<file path="src/rtl/mcp3202_seq.sv">
// rtl/mcp3202_seq.sv - MCP3202 frame sequencer: paces conversions on an external
// SPI core and buffers tagged results in a 2-entry output FIFO.
module mcp3202_seq #(
  parameter int   FCLK  = 100_000_000,
  parameter int   FSMPL = 500,
  parameter logic SGL   = 1'b1,
  parameter int   TMO   = 20000
) (
  input  logic        clk,
  input  logic        rst,
  input  logic [1:0]  ch_en,
  output logic        spi_start,
  output logic        spi_sgl,
  output logic        spi_odd,
  input  logic        spi_busy,
  input  logic        spi_dv,
  input  logic [11:0] spi_data,
  output logic        m_valid,
  input  logic        m_ready,
  output logic [11:0] m_data,
  output logic        m_chan,
  output logic        overrun,
  output logic        frame_miss,
  output logic        timeout,
  input  logic        clr_flags
);

  localparam int PER = FCLK / FSMPL;
  localparam int PW  = (PER > 1) ? $clog2(PER) : 1;
  localparam int TW  = $clog2(TMO + 1);

  typedef enum logic [1:0] {
    S_IDLE    = 2'd0,
    S_ISSUE   = 2'd1,
    S_WAIT_DV = 2'd2
  } state_t;

  state_t        r_state;
  state_t        w_state_nxt;
  logic [PW-1:0] r_tick_cnt;
  logic          w_tick;
  logic [TW-1:0] r_tmo_cnt;
  logic          r_en_q1;
  logic          r_chan;
  logic          r_start;
  logic          r_overrun;
  logic          r_frame_miss;
  logic          r_timeout;

  logic          w_frame_go;
  logic          w_fire;
  logic          w_push;
  logic          w_tmo_hit;
  logic          w_fmiss;

  logic [12:0]   r_mem [2];
  logic          r_wr;
  logic          r_rd;
  logic [1:0]    r_cnt;
  logic          w_full;
  logic          w_pop;
  logic          w_wr_en;
  logic          w_ovr;

  // Free-running frame pacer, independent of the sequencer state.
  assign w_tick = (r_tick_cnt == PW'(PER - 1));

  always_ff @(posedge clk) begin
    if (rst) begin
      r_tick_cnt <= '0;
    end else if (w_tick) begin
      r_tick_cnt <= '0;
    end else begin
      r_tick_cnt <= r_tick_cnt + PW'(1);
    end
  end

  always_ff @(posedge clk) begin
    if (rst) begin
      r_state <= S_IDLE;
    end else begin
      r_state <= w_state_nxt;
    end
  end

  always_comb begin
    w_state_nxt = r_state;
    case (r_state)
      S_IDLE: begin
        if (w_tick && (ch_en != 2'b00)) begin
          w_state_nxt = S_ISSUE;
        end
      end
      S_ISSUE: begin
        if (!spi_busy) begin
          w_state_nxt = S_WAIT_DV;
        end
      end
      S_WAIT_DV: begin
        if (spi_dv) begin
          w_state_nxt = (!r_chan && r_en_q1) ? S_ISSUE : S_IDLE;
        end else if (w_tmo_hit) begin
          w_state_nxt = S_IDLE;
        end
      end
      default: w_state_nxt = S_IDLE;
    endcase
  end

  always_comb begin
    w_frame_go = 1'b0;
    w_fire     = 1'b0;
    w_push     = 1'b0;
    w_tmo_hit  = 1'b0;
    w_fmiss    = 1'b0;
    case (r_state)
      S_IDLE:    w_frame_go = w_tick;
      S_ISSUE: begin
        w_fire  = !spi_busy;
        w_fmiss = w_tick;
      end
      S_WAIT_DV: begin
        w_push    = spi_dv;
        w_tmo_hit = !spi_dv && (r_tmo_cnt == TW'(1));
        w_fmiss   = w_tick;
      end
      default: w_fmiss = w_tick;
    endcase
  end

  // Channel only moves on a frame start or on the CH0->CH1 hand-off, so spi_odd
  // holds steady across each conversion.
  always_ff @(posedge clk) begin
    if (rst) begin
      r_en_q1 <= 1'b0;
      r_chan  <= 1'b0;
    end else if (w_frame_go) begin
      r_en_q1 <= ch_en[1];
      if (ch_en != 2'b00) begin
        r_chan <= ~ch_en[0];
      end
    end else if (w_push && !r_chan && r_en_q1) begin
      r_chan <= 1'b1;
    end
  end

  always_ff @(posedge clk) begin
    if (rst) begin
      r_start   <= 1'b0;
      r_tmo_cnt <= '0;
    end else begin
      r_start <= w_fire;
      if (w_fire) begin
        r_tmo_cnt <= TW'(TMO);
      end else if ((r_state == S_WAIT_DV) && (r_tmo_cnt != '0)) begin
        r_tmo_cnt <= r_tmo_cnt - TW'(1);
      end
    end
  end

  assign w_full  = (r_cnt == 2'd2);
  assign w_pop   = (r_cnt != 2'd0) && m_ready;
  assign w_wr_en = w_push && (!w_full || w_pop);
  assign w_ovr   = w_push && w_full && !w_pop;

  // When full, the write slot equals the read slot being popped this cycle.
  always_ff @(posedge clk) begin
    if (rst) begin
      r_mem[0] <= '0;
      r_mem[1] <= '0;
      r_wr     <= 1'b0;
      r_rd     <= 1'b0;
      r_cnt    <= 2'd0;
    end else begin
      if (w_wr_en) begin
        r_mem[r_wr] <= {r_chan, spi_data};
        r_wr        <= ~r_wr;
      end
      if (w_pop) begin
        r_rd <= ~r_rd;
      end
      case ({w_wr_en, w_pop})
        2'b10:   r_cnt <= r_cnt + 2'd1;
        2'b01:   r_cnt <= r_cnt - 2'd1;
        default: r_cnt <= r_cnt;
      endcase
    end
  end

  always_ff @(posedge clk) begin
    if (rst) begin
      r_overrun    <= 1'b0;
      r_frame_miss <= 1'b0;
      r_timeout    <= 1'b0;
    end else begin
      r_overrun    <= w_ovr     | (r_overrun    & ~clr_flags);
      r_frame_miss <= w_fmiss   | (r_frame_miss & ~clr_flags);
      r_timeout    <= w_tmo_hit | (r_timeout    & ~clr_flags);
    end
  end

  assign spi_start  = r_start;
  assign spi_sgl    = SGL;
  assign spi_odd    = r_chan;
  assign m_valid    = (r_cnt != 2'd0);
  assign m_data     = r_mem[r_rd][11:0];
  assign m_chan     = r_mem[r_rd][12];
  assign overrun    = r_overrun;
  assign frame_miss = r_frame_miss;
  assign timeout    = r_timeout;

endmodule

</file>
<file path="config.mk">
export PLATFORM = sky130hd
export DESIGN_NAME = mcp3202_seq
export DESIGN_NICKNAME = d
export VERILOG_FILES = /design/src/rtl/mcp3202_seq.sv
export SDC_FILE = /design/constraint.sdc
export NUM_CORES = 1
export LEC_CHECK = 0
export ABC_AREA = 0
export CORE_MARGIN = 3
export CORE_UTILIZATION = 25
export DETAILED_ROUTE_END_ITERATION = 7
export PLACE_DENSITY = 0.42
export REMOVE_ABC_BUFFERS = 1
export SYNTH_ARGS = -nofsm -noshare
export SYNTH_HDL_FRONTEND = slang
export SYNTH_SLANG_ARGS = --single-unit
export TNS_END_PERCENT = 20
</file>
<file path="constraint.sdc">
create_clock -name clk -period 2 [get_ports clk]
set_input_delay 0.5 -clock clk [delete_from_list [all_inputs] [get_ports clk]]
set_output_delay 0.5 -clock clk [all_outputs]
set_load 0.01 [all_outputs]
</file>
## After elaboration in Yosys (flattened, before gate mapping)

Memory sizes are Yosys's and may differ from the RTL's. A register that Yosys moved wholly into a read port is not among the register bits.
Cells that the tools add are included.

- Add/subtract/negate cells: 4
- Eq/ne operators: 11
- Mux-type cells: 27
- Bitwise logic cells: 10
- Reduce and logical (&&, ||, !) cells: 28

Operators by type and width:

| kind | number |
|---|---|
| $mux W15 | 2 |
| $add A18 B1 Y18 const B | 1 |
| $eq A18 B18 Y1 const B | 1 |
| $mux W1 | 18 |
| $eq A15 B1 Y1 const B | 1 |
| $reduce_bool A15 Y1 | 1 |
| $sub A15 B1 Y15 const B | 1 |
| $mux W13 | 1 |
| $reduce_or A13 Y1 | 1 |
| $logic_and A1 B1 Y1 | 10 |
| $reduce_bool A2 Y1 | 5 |
| $mux W2 | 4 |
| $eq A2 B2 Y1 const B | 3 |
| $pmux W2 S3 | 1 |
| $logic_not A1 Y1 | 5 |
| $eq A2 B1 Y1 const B | 2 |
| $ne A2 B2 Y1 const B | 2 |
| $not A1 Y1 | 4 |
| $pmux W2 S2 | 1 |
| $reduce_or A2 Y1 | 2 |
| $and A1 B1 Y1 | 3 |
| $ne A3 B3 Y1 const B | 1 |
| $or A1 B1 Y1 | 3 |
| $reduce_and A3 Y1 | 1 |
| 6 further kinds | 6 |

- Register bits after elaboration: 45
- Memory bits (writable): 26
- Logic and storage cells: 94
- Memories kept: 1

Memory list:

| name | words | bits a word | rd ports | clocked after memory_dff | write ports | line | RTL |
|---|---|---|---|---|---|---|---|
| r_mem | 2 | 13 | 1 | 1 | 2 | 56 | `logic [12:0] r_mem [2];` |

## Longest topological paths before layout

Gate-level depths: netlist (run 1).

- Depth in word-level cells: 9
- Depth in mapped cells: 7
- Mapped depth without buffers: 6

## Worst setup path before layout (run 1)

OpenSTA, ideal clock, no wires.

- Kind: register to register
- Start: register r_state[1]
- End: memory r_mem[0][0], enable pin
- Arrival: 1682 ps
- Required time: 1614 ps
- Path slack: -67 ps
- Stages on the path, launching flop included: 5
- Buffers on the path: 1
- Cells stage by stage: dfxtp_1 -> clkbuf_1 -> nand2b_1 -> a211o_1 -> o21bai_1

RTL lines:

| element | line | RTL |
|---|---|---|
| start, declared | 38 | `state_t r_state;` |
| start signal, assigned | 82 | `r_state <= w_state_nxt;` |
| end, declared | 56 |  |

## Worst setup path in the final report (run 1)

- Start: register r_tmo_cnt[4]
- End: register r_tmo_cnt[12]

- Cells in the longest elaborated chain, start to end: 2

Ends and longest elaborated chain:

| element | line | RTL |
|---|---|---|
| start, declared | 42 | `logic [TW-1:0] r_tmo_cnt;` |
| start signal, assigned | 154 | `r_tmo_cnt <= TW'(TMO);` |
| start signal, assigned | 156 | `r_tmo_cnt <= r_tmo_cnt - TW'(1);` |
| branches (longest 2 deep; another with $sub A15 B1 Y15) | -- |  |

Several ways; the timed one is not identified.
A chain may end at the register's enable or synchronous reset.

==> key figures, run 1 <==
Global routing
  • Antenna violations before repair: 0
  • Largest net degree at the start of global routing: 14
  • Number of global-route vias before repair: approximately 2600
  • Total Routing Usage GR: a little under an eighth
  • GRT Residual Overflow: 0
  • First-pass GRT wire length: about 13000 um

STA
  • Worst Skew: 0.004451 ns
  • # setup viols final: 0
  • RSZ-0062 raised after global routing: false
  • Max-slew violations: 0
  • Setup TNS: 0 ns
  • Min Hold Slack: 0.4555 ns
  • Fin crit share: 97.75%
  • Hold Fails Final Rpt: 0
  • Final Critical Period: ~2.0 ns
  • F_max: about 510 MHz

Worst setup path
  • FF-to-FF End: r_tmo_cnt[12]
  • Most used cell, CP: or4_4
  • Worst Path Buf+Inv: 0
  • CP max stage delay: between 0.5 and 0.6 ns
  • Worst path top cell family by delay: simple AND/OR/NAND/NOR gates
  • Worst reg2reg path startpoint: r_tmo_cnt[4]
  • Crit path DAT: between 2 and 2.5 ns
  • Crit path max fanout: 5
  • CP max-delay cell: or4_4
  • Worst Setup Path Type: reg2reg
  • Setup crit end kind: register
  • CP required: about 2.3 ns
  • Crit path from: r_tmo_cnt[4]
  • Reg2Reg Setup Slack: 0.04 ns
  • Critical-path cell list: or4_4, or3_4, or4_4, a21oi_2
  • Type of origin of the critical path: register
  • R2r worst-path depth: 4

CTS
  • Hold Buf Count CTS: 0
  • Clock Tree Root: clkbuf_16
  • CTS Sinks: approximately 70
  • Number of buffers created by CTS: 9
  • H-tree depth: 3
  • Clk Latency, worst-skew pair: ~0.34 ns
  • Clock slew seen by the registers of the worst setup and hold paths: 0.05 ns
  • Clk buf depth: 2
  • TritonCTS clock tree: built

Floorplan
  • Top-Level Pins: 40
  • Row cnt: 41
  • Die ar.: between 10000 and 15000 um^2
  • DIE HEIGHT: 121.9 um
  • Core ar.: approximately 13000 um^2
  • Die Wd: ~120 um
  • Initial Utilization: roughly a quarter

Finish
  • Most frequent cells in the layout: buf_4, dfxtp_1, nor2_1
  • Layout area overhead: 35.68%
  • Post-route cell area: 4558 um^2
  • Layout cell share with drive strength beyond 1: ~22%
  • Fin nets: between 400 and 500
  • Final Util: between 30% and 40%
  • Commonest non-fill, non-tap cell in the layout: buf_4
  • Ant diodes: 0
  • Final Non-Filler Cells: 589

Routing
  • Final Routed Wirelength: roughly 8000 um
  • Starting DRT DRC Count: around 120
  • Wire length per cell: around 14 um
  • DR pass1 iterations: 4
  • Post-DRT Antenna Nets: 0
  • DR vias: between 2000 and 3000
  • Post-route DRC violation count: 0
  • DR vias/cell: about 4.6

Power
  • Cell Pwr Density: 718.2 nW/um^2
  • Lkg Pwr: around 1.7 nW
  • Max VDD drop: 0.2558 mV

Yosys
  • Netlist cell types: between 50 and 60
  • Post-Syn Area per Cell: roughly 10 um^2
  • Primary FF master, synth: dfxtp_1
  • Mapped Cells: roughly 330
  • Netlist Area Pre-Place: ~3400 um^2
  • Post-synth EDFFs: 26
  • Seq/Total Area, Yosys: 50.65%
  • Post-synth ARST share: 0%
  • Synth Register Bits: 72
  • Yosys warns: 0

Placement
  • Dpl cell area: around 4300 um^2
  • Detailed-placement wirelength estimate: approximately 5900 um
  • DP Cell Count: between 500 and 600
  • Port buffer count: 38
  • RePlAce Congestion: 0.7671

Min path
  • Hold_sp: r_tick_cnt[0]
  • Hold path cells: 1
  • Worst min-delay path endpoint: r_tick_cnt[0]
  • Worst Hold Class: reg2reg

Run status
  • Outcome: finished, final reports clean

Run
  • Max-cap violations: 0
-- sequential cells by signal, summed over array words and instances (netlist names), named ones only --
register / flops
r_rd: 1
r_state: 2
r_cnt: 2
r_en_q1: 1
spi_odd: 1
r_mem: 26
r_wr: 1
frame_miss: 1
overrun: 1
r_tmo_cnt: 15
timeout: 1
r_tick_cnt: 18
spi_start: 1
-- cell type report --
class | count | area (um^2)
Fill cell | 1319 | 8318
Sequential cell | 72 | 1703
Multi-Input combinational cell | 233 | 1572
Timing Repair Buffer | 87 | 744.5
Clock buffer | 11 | 232.7
Tap cell | 172 | 215.2
Clock inverter | 5 | 57.56
Inverter | 9 | 33.78
-- synth_stat cells, drive strengths merged, types with 7 or more instances --
| cell type | number | area share (%) |
|---|---|---|
| nor4 | 7 | 1.8 |
| nor2 | 31 | 3.5 |
| nand4 | 11 | 2.0 |
| o31ai | 7 | 1.6 |
| nand3 | 7 | 1.0 |
| a21oi | 14 | 2.1 |
| dfxtp | 46 | 27 |
| inv | 9 | 1.0 |
| edfxtp | 26 | 23 |
| xor2 | 7 | 1.8 |
| or4 | 11 | 2.6 |
| nand2 | 13 | 1.5 |
| clkbuf | 8 | 0.89 |
| or3 | 12 | 2.4 |
| xnor2 | 10 | 2.6 |
| mux2 | 13 | 4.4 |
| and2 | 27 | 5.0 |
-- routing by layer --
metal / wire, um / vias up / track usage [%]
met5: 0 / - / 0
met4: 193 / 0 / 6.303
met3: 300 / 13 / 2.739
met2: 3498 / 47 / 16.75
met1: 4059 / 1259 / 15.65
li1: - / 1370 / -
-- logic make-up after synthesis --
| family | after synthesis | share of synthesized area [%] |
|---|---|---|
| other | 1 | 0.1116 |
| AND/OR/NAND/NOR | 147 | 25.51 |
| XOR/XNOR | 17 | 4.432 |
| adder cells (fa/ha/maj) | 4 | 1.490 |
| flip-flops | 72 | 50.65 |
| buffers and inverters | 23 | 2.942 |
| AO/OA/AOI/OAI | 47 | 9.311 |
| multiplexers | 17 | 5.549 |
-- power by group --
part / total, mW / switching [mW] / internal, mW
sequential: 1.55 / 0.00917 / 1.54
clock: 1.58 / 0.614 / 0.966
combinational: 0.148 / 0.0663 / 0.0813
-- per-stage QoR --
stage	total power [mW]	setup slack (ns)
6_report	3.274	0.04496
2_1_floorplan	1.620	-0.1612
3_5_place_dp	1.736	-0.2531
4_1_cts	3.340	-0.03198
3_3_place_gp	1.735	-0.2766
5_1_grt	3.410	0.001152
-- worst reg2reg max path: cells and delay by family, from the launching register on --
| family | cells | cell delay [ns] |
|---|---|---|
| and+or+nand+nor | 3 | 1.46 |
| DFF | 1 | 0.31 |
| AOI/OAI and AO/OA | 1 | 0.12 |
-- worst max-delay path by stage --
stage / end / slack [ns] / cells after the start
floorplan: r_mem[1][0] / -0.16 / 4
finish: r_tmo_cnt[12] / 0.04 / 4
global route: r_tmo_cnt[12] / 0.001 / 4
detailed placement: r_cnt[1] / -0.25 / 6
global placement: r_cnt[1] / -0.28 / 6
CTS: r_tmo_cnt[12] / -0.03 / 4
-- timing repair --
item                                    CTS  global route
setup buffers                             2             0
endpoints found under the setup margin   15             3
pin swaps                                 0             4
gates resized for setup                  26             5
Power figures use the tool's default switching activity.
==> run 2, diff against run 1 <==
Settings changed: CORE_ASPECT_RATIO from default to 2, MAX_ROUTING_LAYER from default to met4.
==> run 2 against run 1 <==
Effect of this change: worst hold slack better by 0.0087 ns; sequential power hardly changed; clock power decreased by 3%; global-route usage grew 0.51 points; utilization decreased by 0.70 points; die area is 0.57% higher; largest cell class unchanged; largest power group is now sequential cells.
==> key figures, run 2 (same netlist as run 1, synthesis figures left out) <==
Routing
  • Post-DRT Antenna Nets: 0
  • DR vias/cell: 4.744
  • DR pass1 iterations: 4
  • Starting DRT DRC Count: roughly 110
  • Final Routed Wirelength: 8254 um
  • DR vias: between 2000 and 3000
  • Post-route DRC violation count: 0
  • Wire length per cell: between 10 and 15 um

CTS
  • CTS Sinks: a little over 70
  • Clk buf depth: 2
  • Hold Buf Count CTS: 0
  • Clock Tree Root: clkbuf_16
  • H-tree depth: 3
  • Number of buffers created by CTS: 9
  • Clock slew seen by the registers of the worst setup and hold paths: 0.06 ns
  • TritonCTS clock tree: built
  • Clk Latency, worst-skew pair: 0.33 ns

Finish
  • Top reg by flops: r_mem
  • Biggest regs: r_mem (26), r_tick_cnt (18), r_tmo_cnt (15)
  • Commonest non-fill, non-tap cell in the layout: dfxtp_1
  • Layout cell share with drive strength beyond 1: around 20%
  • Post-route cell area: 4534 um^2
  • # fillers: 1326
  • Layout area overhead: 34.97%
  • Most frequent cells in the layout: dfxtp_1, buf_4, nor2_1
  • Ant diodes: 0
  • Largest register FFs: 26
  • Fin nets: between 400 and 500

Power
  • Max VDD drop: ~0.42 mV
  • Cell Pwr Density: just over 700 nW/um^2
  • Lkg Pwr: ~1.7 nW
  • Total power: around 3.2 mW

STA
  • Fin crit share: between 90% and 100%
  • RSZ-0062 raised after global routing: false
  • Worst-margin pin slew: just under 0.5 ns
  • Final Critical Period: 1.979 ns
  • F_max: 505.3 MHz
  • Slew HR: between 60% and 70%
  • Setup TNS: 0 ns
  • Worst Skew: just over 0.009 ns
  • Worst Slack Setup Final: between 0.02 and 0.025 ns
  • # setup viols final: 0
  • Hold Fails Final Rpt: 0
  • Max-slew violations: 0

Worst setup path
  • R2r worst-path depth: 4
  • FF-to-FF End: r_tmo_cnt[12]
  • Reg2Reg Setup Slack: 0.02 ns
  • Crit path DAT: approximately 2.2 ns
  • Setup crit end kind: register
  • CP required: approximately 2.3 ns
  • Crit path max fanout: 5
  • CP endpoint: r_tmo_cnt[12]
  • Worst Setup Path Type: reg2reg
  • Type of origin of the critical path: register
  • Crit path from: r_tmo_cnt[4]
  • Worst reg2reg path startpoint: r_tmo_cnt[4]

Floorplan
  • Top-Level Pins: 40
  • Die ar.: about 15000 um^2
  • Row cnt: 59
  • DIE HEIGHT: around 170 um
  • Initial Utilization: approximately a quarter
  • Core ar.: 13070 um^2
  • Die Wd: 87.97 um

Global routing
  • Antenna violations before repair: 0
  • Number of global-route vias before repair: approximately 2900
  • Total Routing Usage GR: between 10% and 20%
  • GRT Residual Overflow: 0
  • First-pass GRT wire length: about 14000 um
  • Largest net degree at the start of global routing: 16

Placement
  • RePlAce Congestion: approximately 0.75
  • Detailed-placement wirelength estimate: a little over 6000 um
  • Pre-CTS setup slack: -0.2515 ns
  • Dpl cell area: ~4200 um^2
  • Port buffer count: 38

Min path
  • Worst Hold Class: reg2reg
  • Hold path cells: 1
  • Hold_sp: r_tick_cnt[0]

Run status
  • Outcome: finished, final reports clean

Run
  • Max-cap violations: 0
[run 2: cell count changes in the layout (fill, tap and decap cells not counted), sizes merged]
| cell | delta |
|---|---|
| clkinvlp | +2 |
| clkinv | -3 |
| inv | +4 |
| bufinv | -1 |
| dlygate4sd2 | +1 |
| buf | -7 |
| clkdlybuf4s15 | +3 |
| clkbuf | -2 |
[run 2: cell type report]
class,instances,area (um^2),area share [%]
Multi-Input combinational cell,233,1563,34.46
Sequential cell,72,1707,37.64
Clock inverter,7,61.31,1.352
Timing Repair Buffer,84,754.5,16.64
Tap cell,152,190.2,4.194
Inverter,9,33.78,0.7450
Clock buffer,9,225.2,4.967
[run 2: worst max-delay path, stage by stage (launching register included)]
cell and delay (ns):
dfxtp_2 0.32, or4_4 0.57, or3_4 0.41, or4_1 0.48, a21oi_1 0.14
[run 2: worst min path at each step]
stage / end / slack, ns
final: r_tick_cnt[0] / 0.46
after global routing: overrun / 0.50
after CTS: frame_miss / 0.47
after detailed placement: frame_miss / 0.46
after global placement: r_tick_cnt[0] / 0.44
after floorplan: r_tick_cnt[0] / 0.43
[run 2: per-layer routing]
metal  share of wire, %  vias up  GRT usage [%]
li1                   -     1356              -
met1                 40     1267          12.27
met2                 55       53          21.68
met3                3.7        9          2.471
met4                2.0        0          4.943
met5                  0        -              -
[run 2: what timing repair did]
item,in CTS,in global routing
setup buffers,0,1
resized for setup,15,6
endpoints found under the setup margin,15,11
gates cloned,0,1
pin swaps,1,4
[run 2: report_power, final]
part / internal (mW) / switching (mW) / total [mW] / leakage (nW)
logic: 0.0774 / 0.0645 / 0.142 / 0.936
clock network: 0.863 / 0.670 / 1.53 / 0.135
registers: 1.53 / 0.00875 / 1.54 / 0.641
total: 2.48 / 0.743 / 3.22 / 1.71
[run 2: stage by stage]
stage	util, %	std cells	hold slack [ns]
final	34.70	566	0.4643
after detailed placement	32.30	548	0.4571
after CTS	34.39	564	0.4715
after global placement	32.30	548	0.4426
after floorplan	-	314	0.4261
after global routing	34.70	566	0.5014
